==> config.mk <==
export PLATFORM = sky130hd
export DESIGN_NAME = alu_share_ctrl_flat
export DESIGN_NICKNAME = d
export VERILOG_FILES = /design/src/rtl/alu_share_ctrl_if.sv /design/src/rtl/alu_share_ctrl.sv /design/src/flat_wrapper.sv
export SDC_FILE = /design/constraint.sdc
export NUM_CORES = 1
export LEC_CHECK = 0
export CAP_MARGIN = 20
export CORE_UTILIZATION = 49
export DETAILED_ROUTE_END_ITERATION = 6
export PLACE_DENSITY = 0.85
export SYNTH_ARGS = -nofsm -noshare
export SYNTH_HDL_FRONTEND = slang
export SYNTH_SLANG_ARGS = --single-unit
==> constraint.sdc <==
create_clock -name clock -period 2.6 [get_ports clock]
set_input_delay 0.39 -clock clock [delete_from_list [all_inputs] [get_ports clock]]
set_output_delay 0.39 -clock clock [all_outputs]
set_load 0.05 [all_outputs]
==> src/rtl/alu_share_ctrl_if.sv <==
// rtl/alu_share_ctrl_if.sv - request/grant/result bundle between the two requesters and alu_share_ctrl
interface alu_share_ctrl_if;
  logic       req0;
  logic       req1;
  logic [2:0] op0;
  logic [2:0] op1;
  logic [3:0] a0;
  logic [3:0] b0;
  logic [3:0] a1;
  logic [3:0] b1;
  logic       gnt0;
  logic       gnt1;
  logic       busy;
  logic [7:0] result;
  logic       result_valid;
  logic       result_owner;
  logic [7:0] ops_done;

  modport master (
    output req0, req1, op0, op1, a0, b0, a1, b1,
    input  gnt0, gnt1, busy, result, result_valid, result_owner, ops_done
  );

  modport slave (
    input  req0, req1, op0, op1, a0, b0, a1, b1,
    output gnt0, gnt1, busy, result, result_valid, result_owner, ops_done
  );
endinterface

==> src/rtl/alu_share_ctrl.sv <==
// rtl/alu_share_ctrl.sv - two-requester arbiter/sequencer for the shared 4-bit ALU
// Define RR_ARB_EN for round-robin tie-break; otherwise requester 0 wins ties.
module alu_share_ctrl (
  input logic             clock,
  input logic             reset,
  alu_share_ctrl_if.slave bus
);
  typedef enum logic [1:0] {IDLE, EXEC, DONE} state_t;

  state_t     state;
  state_t     state_next;
  logic       owner;
  logic       win;
  logic       any_req;
  logic [2:0] op_q;
  logic [3:0] a_q;
  logic [3:0] b_q;
  logic [7:0] alu_out;
`ifdef RR_ARB_EN
  logic       last_owner;
`endif

  assign any_req = bus.req0 | bus.req1;

  always_comb begin
    win = bus.req1;
    if (bus.req0 && bus.req1) begin
`ifdef RR_ARB_EN
      win = ~last_owner;
`else
      win = 1'b0;
`endif
    end
  end

  always_ff @(posedge clock) begin
    if (reset) state <= IDLE;
    else       state <= state_next;
  end

  always_comb begin
    state_next       = state;
    bus.gnt0         = 1'b0;
    bus.gnt1         = 1'b0;
    bus.busy         = 1'b1;
    bus.result_valid = 1'b0;
    case (state)
      IDLE: begin
        bus.busy = 1'b0;
        if (any_req) state_next = EXEC;
      end
      EXEC: begin
        bus.gnt0   = ~owner;
        bus.gnt1   = owner;
        state_next = DONE;
      end
      DONE: begin
        bus.result_valid = 1'b1;
        state_next       = IDLE;
      end
      default: state_next = IDLE;
    endcase
  end

  always_comb begin
    alu_out = 8'h00;
    case (op_q)
      3'b001: alu_out = {3'b000, {1'b0, a_q} + {1'b0, b_q}};
      3'b010: alu_out = {~(a_q | b_q), ~(a_q & b_q)};
      3'b011: alu_out = ((a_q | b_q) != 4'h0) ? 8'hC0 : 8'h00;
      3'b100: alu_out = ($countones(a_q) == 2 && $countones(b_q) == 3) ? 8'h3F : 8'h00;
      3'b101: alu_out = {b_q, ~a_q};
      3'b110: alu_out = {a_q ^ b_q, ~(a_q ^ b_q)};
      default: alu_out = 8'h00;
    endcase
  end

  // Operands are captured only at the accepting edge so later input changes cannot disturb EXEC.
  always_ff @(posedge clock) begin
    if (reset) begin
      owner            <= 1'b0;
      op_q             <= 3'b000;
      a_q              <= 4'h0;
      b_q              <= 4'h0;
      bus.result       <= 8'h00;
      bus.result_owner <= 1'b0;
      bus.ops_done     <= 8'h00;
`ifdef RR_ARB_EN
      last_owner       <= 1'b1;
`endif
    end else begin
      if (state == IDLE && any_req) begin
        owner <= win;
        op_q  <= win ? bus.op1 : bus.op0;
        a_q   <= win ? bus.a1  : bus.a0;
        b_q   <= win ? bus.b1  : bus.b0;
`ifdef RR_ARB_EN
        last_owner <= win;
`endif
      end
      if (state == EXEC) begin
        bus.result       <= alu_out;
        bus.result_owner <= owner;
        bus.ops_done     <= bus.ops_done + 8'h01;
      end
    end
  end
endmodule

==> src/flat_wrapper.sv <==
// flat-port wrapper written by rule: the top's interface ports become plain ports
module alu_share_ctrl_flat 
  (clock, reset, bus_req0, bus_req1, bus_op0, bus_op1, bus_a0, bus_b0, bus_a1, bus_b1, bus_gnt0, bus_gnt1, bus_busy, bus_result, bus_result_valid, bus_result_owner, bus_ops_done);
  alu_share_ctrl_if bus_i ();
  input logic clock;
  input logic reset;
  input wire logic [$bits(bus_i.req0)-1:0] bus_req0;
  input wire logic [$bits(bus_i.req1)-1:0] bus_req1;
  input wire logic [$bits(bus_i.op0)-1:0] bus_op0;
  input wire logic [$bits(bus_i.op1)-1:0] bus_op1;
  input wire logic [$bits(bus_i.a0)-1:0] bus_a0;
  input wire logic [$bits(bus_i.b0)-1:0] bus_b0;
  input wire logic [$bits(bus_i.a1)-1:0] bus_a1;
  input wire logic [$bits(bus_i.b1)-1:0] bus_b1;
  output wire logic [$bits(bus_i.gnt0)-1:0] bus_gnt0;
  output wire logic [$bits(bus_i.gnt1)-1:0] bus_gnt1;
  output wire logic [$bits(bus_i.busy)-1:0] bus_busy;
  output wire logic [$bits(bus_i.result)-1:0] bus_result;
  output wire logic [$bits(bus_i.result_valid)-1:0] bus_result_valid;
  output wire logic [$bits(bus_i.result_owner)-1:0] bus_result_owner;
  output wire logic [$bits(bus_i.ops_done)-1:0] bus_ops_done;
  assign bus_i.req0 = bus_req0;
  assign bus_i.req1 = bus_req1;
  assign bus_i.op0 = bus_op0;
  assign bus_i.op1 = bus_op1;
  assign bus_i.a0 = bus_a0;
  assign bus_i.b0 = bus_b0;
  assign bus_i.a1 = bus_a1;
  assign bus_i.b1 = bus_b1;
  assign bus_gnt0 = bus_i.gnt0;
  assign bus_gnt1 = bus_i.gnt1;
  assign bus_busy = bus_i.busy;
  assign bus_result = bus_i.result;
  assign bus_result_valid = bus_i.result_valid;
  assign bus_result_owner = bus_i.result_owner;
  assign bus_ops_done = bus_i.ops_done;
  alu_share_ctrl u_core (.clock(clock), .reset(reset), .bus(bus_i));
endmodule
# Word-level counts from Yosys, hierarchy flattened
# Cells that the tools add are included.
word_totals:
  output_inout_bits: 21
  ff_bits: 31
  word_cells: 54
op_classes:
  bitwise: 9
  addsub: 8
  n_reduce_logical: 5
  muxes: 13
  eq_ne: 11
op_table:
  columns: ["operator", "count"]
  rows:
  - ["adder 32 bit", 2]
  - ["== test 32 x 3 -> 1 bit (second input constant)", 2]
  - ["one-hot mux 8 bit (6 select lines)", 1]
  - ["NOT 4 bit", 4]
  - ["== test 3 bit (second input constant)", 3]
  - ["adder 1 x 1 -> 2 bit", 4]
  - ["adder 8 x 1 -> 8 bit (second input constant)", 1]
  - ["2-to-1 mux 4 bit", 2]
  - ["2-to-1 mux 8 bit", 1]
  - ["== test 3 x 2 -> 1 bit (second input constant)", 2]
  - ["2-to-1 mux 6 bit", 1]
  - ["adder 4 x 4 -> 5 bit", 1]
  - ["2-to-1 mux 1 bit", 5]
  - ["bitwise AND 4 bit", 1]
  - ["OR 4 bit", 1]
  - ["one-hot mux 2 bit (2 select lines)", 1]
  - ["nonzero test 4 bit", 1]
  - ["XOR 4 bit", 1]
  - ["== test 3 x 1 -> 1 bit (second input constant)", 1]
  - ["logical AND 1 bit", 3]
  - ["2-to-1 mux 3 bit", 1]
  - ["== test 2 x 1 -> 1 bit (second input constant)", 1]
  - ["== test 2 bit (second input constant)", 1]
  - ["zero test 2 bit", 1]
  - ["other kinds (4)", 4]

# Logic depth before layout (Yosys ltp)
# Gate-level depths: netlist (run 1).
logic_depth:
  depth_word: 6
  mapped_depth: 8
  depth_no_buf: 8

# Worst setup path after synthesis (run 1)
# No wires, ideal clock.
synth_path:
  path_type: "register to register"
  from: "reg u_core.a_q[2]"
  to: "reg u_core.bus.result[3]"
  path_slack_ns: 0.312
  required_ns: 2.514
  path_stages_with_launch: 9
  arrival_ns: 2.201
  setup_time_ns: 0.086
  path_cell_list: "dfxtp_1 > ha_1 > ha_1 > fa_1 > nor4b_2 > nand3_1 > nor4b_4 > nor3b_1 > a221oi_2"
synth_between:
  elab_chain_cells: 6
  word_cells_on_any_way: 7
  cone_classes: "3 x add/sub; 1 x eq/ne; 2 x mux; 1 x reduce/logical"
synth_lines:
  columns: ["element", "line_no", "source"]
  rows:
  - ["start, declared", "alu_share_ctrl.sv:16", "logic [3:0] a_q;"]
  - ["start signal, assigned", "alu_share_ctrl.sv:95", "a_q <= win ? bus.a1 : bus.a0;"]
  - ["adder 1 x 1 -> 2 bit (not written as such)", "alu_share_ctrl.sv:71", "3'b100: alu_out = ($countones(a_q) == 2 && $countones(b_q) == 3) ? 8'h3F : 8'h00;"]
  - ["adder 32 bit (not written as such)", "alu_share_ctrl.sv:71", null]
  - ["== test 32 x 3 -> 1 bit", "alu_share_ctrl.sv:71", null]
  - ["logical AND 1 bit", "alu_share_ctrl.sv:71", null]
  - ["2-to-1 mux 6 bit", "alu_share_ctrl.sv:71", null]
  - ["one-hot mux 8 bit (6 select lines) *", "alu_share_ctrl.sv:67", "case (op_q)"]
  - ["end signal, assigned", "alu_share_ctrl.sv:102", "bus.result <= alu_out;"]
  - ["end, declared", "alu_share_ctrl_if.sv:26", "output gnt0, gnt1, busy, result, result_valid, result_owner, ops_done"]
# Mark *: on every way between the ends. The rest lies on a longest branch, timed or not.
# A chain may end at the register's enable or synchronous reset.

# Worst setup path after layout (run 1)
layout_path:
  from: "reg u_core.a_q[1]"
  to: "reg u_core.bus.result[3]"
# Same word-level chain as after synthesis.

==> summary.md, run 1 <==
| Metric | Value |
|---|---|
| Outcome | `finished, final reports clean` |
| Power per Cell Area | `542 nW/um^2` |
| First DRT Iteration DRCs | `74` |
| Setup TNS | `0 ns` |
| Total of max-cap violations | `0` |
| # placed instances | `306` |
| Crit start category | `flip-flop` |
| RSZ-0062 raised after global routing | `false` |
| Post-synthesis sequential area ratio | `33.0%` |
| Layout Cells excl Fill | `314` |
| Yosys top cell area share | `33.0%` |
| Pin count of the biggest net entering global routing | `23` |
| GP Congestion | `0.871` |
| Gr usage total | `21.8%` |
| H-tree depth | `2` |
| Synth area leaders | `dfxtp_1, ha_1, mux2i_1` |
| Crit. End Element | `flip-flop` |
| Crit path DAT | `2.64 ns` |
| FP Rows | `22` |
| Die area | `4090 um^2` |
| Share of cells above drive strength 1 | `7.14%` |
| DR vias | `1686` |
| Final worst-path cycle share | `93.8%` |
| Post-synth net total | `263` |
| CP required | `2.80 ns` |
| Most frequent cells in the layout | `clkdlybuf4s50_1, dfxtp_1, nor2_1` |
| Post-Synthesis Cells | `219` |
| CTS tree | `done` |
| Leakage | `0.975 nW` |
| Final setup margin | `0.161 ns` |
| Most common cell after layout, fill and taps aside | `clkdlybuf4s50_1` |
| Finish-stage setup viols | `0` |
| Clock transition at path regs | `0.06 ns` |
| Worst Hold Class | `flip-flop to flip-flop` |
| CTS max path bufs | `2` |
| Ant. Diodes | `0` |
| Vias in the first global route | `1680` |
| Clock sink total | `31` |
| Tmin final | `2.44 ns` |
| Worst Tran Pin Value | `0.570 ns` |
| Buffers on Ports | `46` |
| Gr ovfl total | `0` |
| Clock Skew | `0.00202 ns` |
| ANT nets after route | `0` |
| Nets@finish | `309` |
| Initial antenna violation count | `0` |
| First-pass GRT wire length | `7090 um` |
| Syn avg cell area | `8.60 um^2` |
| Post-DP HPWL | `2990 um` |
| Routed len/inst | `12.2 um` |
| Mapped Area | `1880 um^2` |
| Dpl ws | `0.120 ns` |
| Vias per cell | `5.37` |
| Num CTS Buffers | `5` |
| Core Util, Final | `67.9%` |
| Core area | `3660 um^2` |
| VDD IR max | `314 uV` |
| Layout area overhead | `32.0%` |
| R2r setup slk | `0.16 ns` |
| Ys async rst share | `0%` |
| Area leader, netlist | `dfxtp_1` |
| Synth Flop Type | `dfxtp_1` |
| Chip height | `64.0 um` |
| Max Fanout on Critical Path | `6` |
| YS warnings | `0` |
| DRC | `0` |
| Clk root buf | `clkbuf_8` |
| Worst skew pair latency | `0.28 ns` |
| I/O pins | `47` |
| EDFF count, synth | `0` |
| Final Slew Violations | `0` |
| Hold Fails Final Rpt | `0` |
| WL final | `3840 um` |
| #FFs+latches synth | `31` |
| Starting Density | `51.4%` |
| Max Fclk | `410 MHz` |
| Distinct cells, synth | `37` |
| Worst slew margin | `61.9%` |
| Critical path type | `flip-flop to flip-flop` |
| Initial DRT Pass Iterations | `4` |
| Die width | `64.0 um` |
-- state kept, by name, indices dropped and copies added (netlist names) --
register / cells
u_core.a_q: 4
u_core.b_q: 4
u_core.bus.ops_done: 8
u_core.bus.result: 8
u_core.bus.result_owner: 1
u_core.op_q: 3
u_core.owner: 1
u_core.state: 2
-- what timing repair did --
action,4_1_cts,5_1_grt
setup buffers,0,0
resized for setup,0,1
hold buffers,0,0
setup endpoints to repair,0,5
-- Yosys cell counts, drive strengths merged (4+ instances only) --
cell type and instances:
a211oi 12, dfxtp 31, inv 13, nand3 5, xor2 5, nand2 21, mux2i 14, nor2b 4
ha 15, buf 6, o22ai 7, a21oi 14, o21ai 10, clkbuf 7, nor2 23
-- metrics by stage --
step / instance area [um^2] / power, mW / hold slack (ns)
2_1_floorplan: 1880 / 0.826 / 0.456
3_3_place_gp: 2380 / 0.934 / 0.443
3_5_place_dp: 2380 / 0.942 / 0.448
4_1_cts: 2480 / 1.36 / 0.455
5_1_grt: 2490 / 1.44 / 0.484
6_report: 2490 / 1.35 / 0.454
-- final cells by class --
cell class / instances / area (um^2)
clock inverter: 1 / 7.51
sequential: 31 / 622
fill: 293 / 1170
multi-input combinational: 162 / 1150
tap: 48 / 60.1
clock buffer: 7 / 96.3
timing repair buffer: 52 / 505
inverter: 13 / 48.8
-- cell families after synthesis --
group | Yosys count | synth area share (%)
compound gates | 53 | 18.3
buf+inv | 26 | 6.18
fa+ha+maj | 18 | 13.2
mux | 14 | 7.44
xor+xnor | 7 | 3.26
flops | 31 | 33.0
simple gates | 70 | 18.7
-- path summary, 6_finish.rpt --
path         cells after the start                    to                  from
max                              8  u_core.bus.result[3]         u_core.a_q[1]
min                              2  u_core.bus.result[0]  u_core.bus.result[0]
max reg2reg                      8  u_core.bus.result[3]         u_core.a_q[1]
min reg2reg                      2  u_core.bus.result[0]  u_core.bus.result[0]
-- power by group --
group	total [mW]	internal [mW]	switching, mW
sequential	0.549	0.507	0.0422
combinational	0.383	0.177	0.206
clock	0.416	0.240	0.175
total	1.35	0.924	0.424
-- routing by layer --
metal / wire (um) / vias up / GRT usage, %
met3: 152 / 3 / 5.00
met1: 1790 / 764 / 26.0
met4: 38 / 0 / 6.82
met2: 1870 / 54 / 38.4
li1: - / 865 / -
met5: 0 / - / 0
-- worst max-delay path, cell delays in order (launching register included) --
cell and delay [ns]:
dfxtp_1 0.41, ha_1 0.27, ha_1 0.19, fa_1 0.37, nor4b_2 0.26, nand3_1 0.15, nor4b_4 0.37, nor3b_1 0.12
a221oi_2 0.21
Note: power is estimated with default switching activity, not from simulation.
==> inputs of run 2 (changes only) <==
--- a/config.mk
+++ b/config.mk
@@ -6,9 +6,10 @@
 export NUM_CORES = 1
 export LEC_CHECK = 0
 export CAP_MARGIN = 20
-export CORE_UTILIZATION = 49
+export CORE_UTILIZATION = 50
+export CTS_BUF_LIST = sky130_fd_sc_hd__clkbuf_4
 export DETAILED_ROUTE_END_ITERATION = 6
-export PLACE_DENSITY = 0.85
+export PLACE_DENSITY = 0.86
 export SYNTH_ARGS = -nofsm -noshare
 export SYNTH_HDL_FRONTEND = slang
 export SYNTH_SLANG_ARGS = --single-unit
==> summary.md, run 2 (synthesis gave the netlist of run 1 again) <==
| Metric | Value |
|---|---|
| Vias in the first global route | `1663` |
| Post-DP HPWL | `3060 um` |
| Worst slew margin | `65.8%` |
| CP required | `2.85 ns` |
| # fillers | `287` |
| Clk root buf | `clkbuf_4` |
| # placed instances | `304` |
| CTS max path bufs | `2` |
| R2r setup slk | `0.13 ns` |
| Num CTS Buffers | `5` |
| Worst Hold Depth | `2` |
| Placed inst area | `2380 um^2` |
| Share of cells above drive strength 1 | `6.72%` |
| Switch Pwr | `422 uW` |
| Core area | `3470 um^2` |
| Vias per cell | `5.47` |
| Layout Cells excl Fill | `314` |
| Hold EP | `u_core.bus.result[2]` |
| First-pass GRT wire length | `6930 um` |
| Crit start category | `flip-flop` |
| First DRT Iteration DRCs | `80` |
| Post-CTS Hold Fix Bufs | `0` |
| Outcome | `finished, final reports clean` |
| H-tree depth | `2` |
| Crit path DAT | `2.72 ns` |
| GP Congestion | `0.883` |
| Multi-input gate area | `1150 um^2` |
| Sequential Area | `621 um^2` |
| Max Fanout on Critical Path | `5` |
| Die width | `63.4 um` |
| Buffers on Ports | `46` |
| Most frequent cells in the layout | `clkdlybuf4s50_1, dfxtp_1, nor2_1` |
| Hold wc startpoint | `u_core.bus.result[2]` |
| Reg2reg start | `u_core.a_q[2]` |
| Critical path type | `flip-flop to flip-flop` |
| Fin area | `2450 um^2` |
| GRT Max-Usage Layer | `met2` |
| FP Rows | `21` |
| Clock Skew | `0.00499 ns` |
| CTS tree | `done` |
| Gr ovfl total | `0` |
| I/O pins | `47` |
| Most common cell after layout, fill and taps aside | `clkdlybuf4s50_1` |
| Leakage | `0.962 nW` |
| Crit. End Element | `flip-flop` |
| Hold Fails Final Rpt | `0` |
| Core Util, Final | `70.5%` |
| Setup TNS | `0 ns` |
| Nets@finish | `311` |
| Chip height | `63.4 um` |
| M3 GR Usage | `6.16%` |
| Seq pwr share | `45.2%` |
| Routed len/inst | `12.8 um` |
| Ant. Diodes | `0` |
| Die area | `4020 um^2` |
| DR vias | `1717` |
| Final hold slack | `0.458 ns` |
| Worst r2r path cells | `9` |
| Pin count of the biggest net entering global routing | `32` |
| Internal | `784 uW` |
| Final Slew Violations | `0` |
| Regs by FF count | `u_core.bus.ops_done: 8 flops, u_core.bus.result: 8 flops` |
| Starting Density | `54.3%` |
| VDD IR max | `306 uV` |
| Finish-stage setup viols | `0` |
| Met1 GRT Util | `25.0%` |
| Tmin final | `2.47 ns` |
| Clock sink total | `31` |
| Worst skew pair latency | `0.33 ns` |
| DRC | `0` |
| Final worst-path cycle share | `95.0%` |
| Initial antenna violation count | `0` |
| Max Fclk | `405 MHz` |
| Clock Power Share | `22.2%` |
| Cts repair resizes | `0` |
| Met2 Resource Use GR | `37.2%` |
| WL final | `4010 um` |
| Switching share of total power | `35.0%` |
| ANT nets after route | `0` |
| Power per Cell Area | `493 nW/um^2` |
| Comb pwr share | `32.6%` |
| Total of max-cap violations | `0` |
| Worst R2R End | `u_core.bus.result[3]` |
| Initial DRT Pass Iterations | `4` |
| Layout area overhead | `29.9%` |
| Worst Hold Class | `flip-flop to flip-flop` |
| Gr usage total | `21.7%` |
| Clock transition at path regs | `0.10 ns` |
| Worst Tran Pin Value | `0.511 ns` |
[run 2: cell types whose count changed in the layout (fill, tap and decap cells not counted)]
cell,delta
buf_4,+2
clkinv_1,+2
clkbuf_4,+5
dfxtp_2,-1
clkbuf_8,-7
dfxtp_1,+1
[run 2: routing by layer]
layer  vias up  routed length, um
li1        877                  -
met1       767               1780
met2        63               1910
met3        10                240
met4         0                 74
met5         -                  0
[run 2: worst max-delay path, cell delays in order, from the launching register on]
cell      delay [ns]
dfxtp_1         0.43
ha_1            0.26
ha_1            0.21
fa_1            0.37
nor4b_2         0.28
nand3_1         0.16
nor4b_4         0.25
buf_4           0.16
nor3b_1         0.05
a221oi_2        0.21
[run 2: cell type report]
type	instances	area share [%]
timing repair buffer	54	21.3
clock buffer	5	1.53
multi-input combinational	162	46.9
inverter	13	1.99
sequential	31	25.4
clock inverter	3	0.614
tap	46	2.35
[run 2: worst max path at each step]
stage / depth (start not counted) / endpoint / start
floorplan: 8 / u_core.bus.result[3] / u_core.a_q[2]
global placement: 8 / u_core.bus.result[3] / u_core.a_q[2]
detailed placement: 8 / u_core.bus.result[3] / u_core.a_q[2]
CTS: 8 / u_core.bus.result[3] / u_core.a_q[3]
global route: 9 / u_core.bus.result[0] / u_core.a_q[0]
finish: 9 / u_core.bus.result[3] / u_core.a_q[2]
[run 2: timing repair]
action | 4_1_cts | 5_1_grt
endpoints found under the setup margin | 0 | 6
endpoints found under the hold margin | 0 | 0
setup buffers | 0 | 2
[run 2: power by group through the flow]
stage | Sequential (mW) | Combinational, mW | Clock [mW]
floorplan | 0.567 | 0.259 | 0
global placement | 0.552 | 0.379 | 0
detailed placement | 0.555 | 0.388 | 0
CTS | 0.544 | 0.391 | 0.272
global route | 0.551 | 0.434 | 0.296
finish | 0.545 | 0.393 | 0.268
[run 2: stage by stage]
stage                     setup WS, ns  total power [mW]
after floorplan                  0.312             0.826
after global placement           0.185             0.931
after detailed placement        0.0793             0.943
after CTS                       0.0543              1.21
after global routing          -0.00194              1.28
final                            0.131              1.21
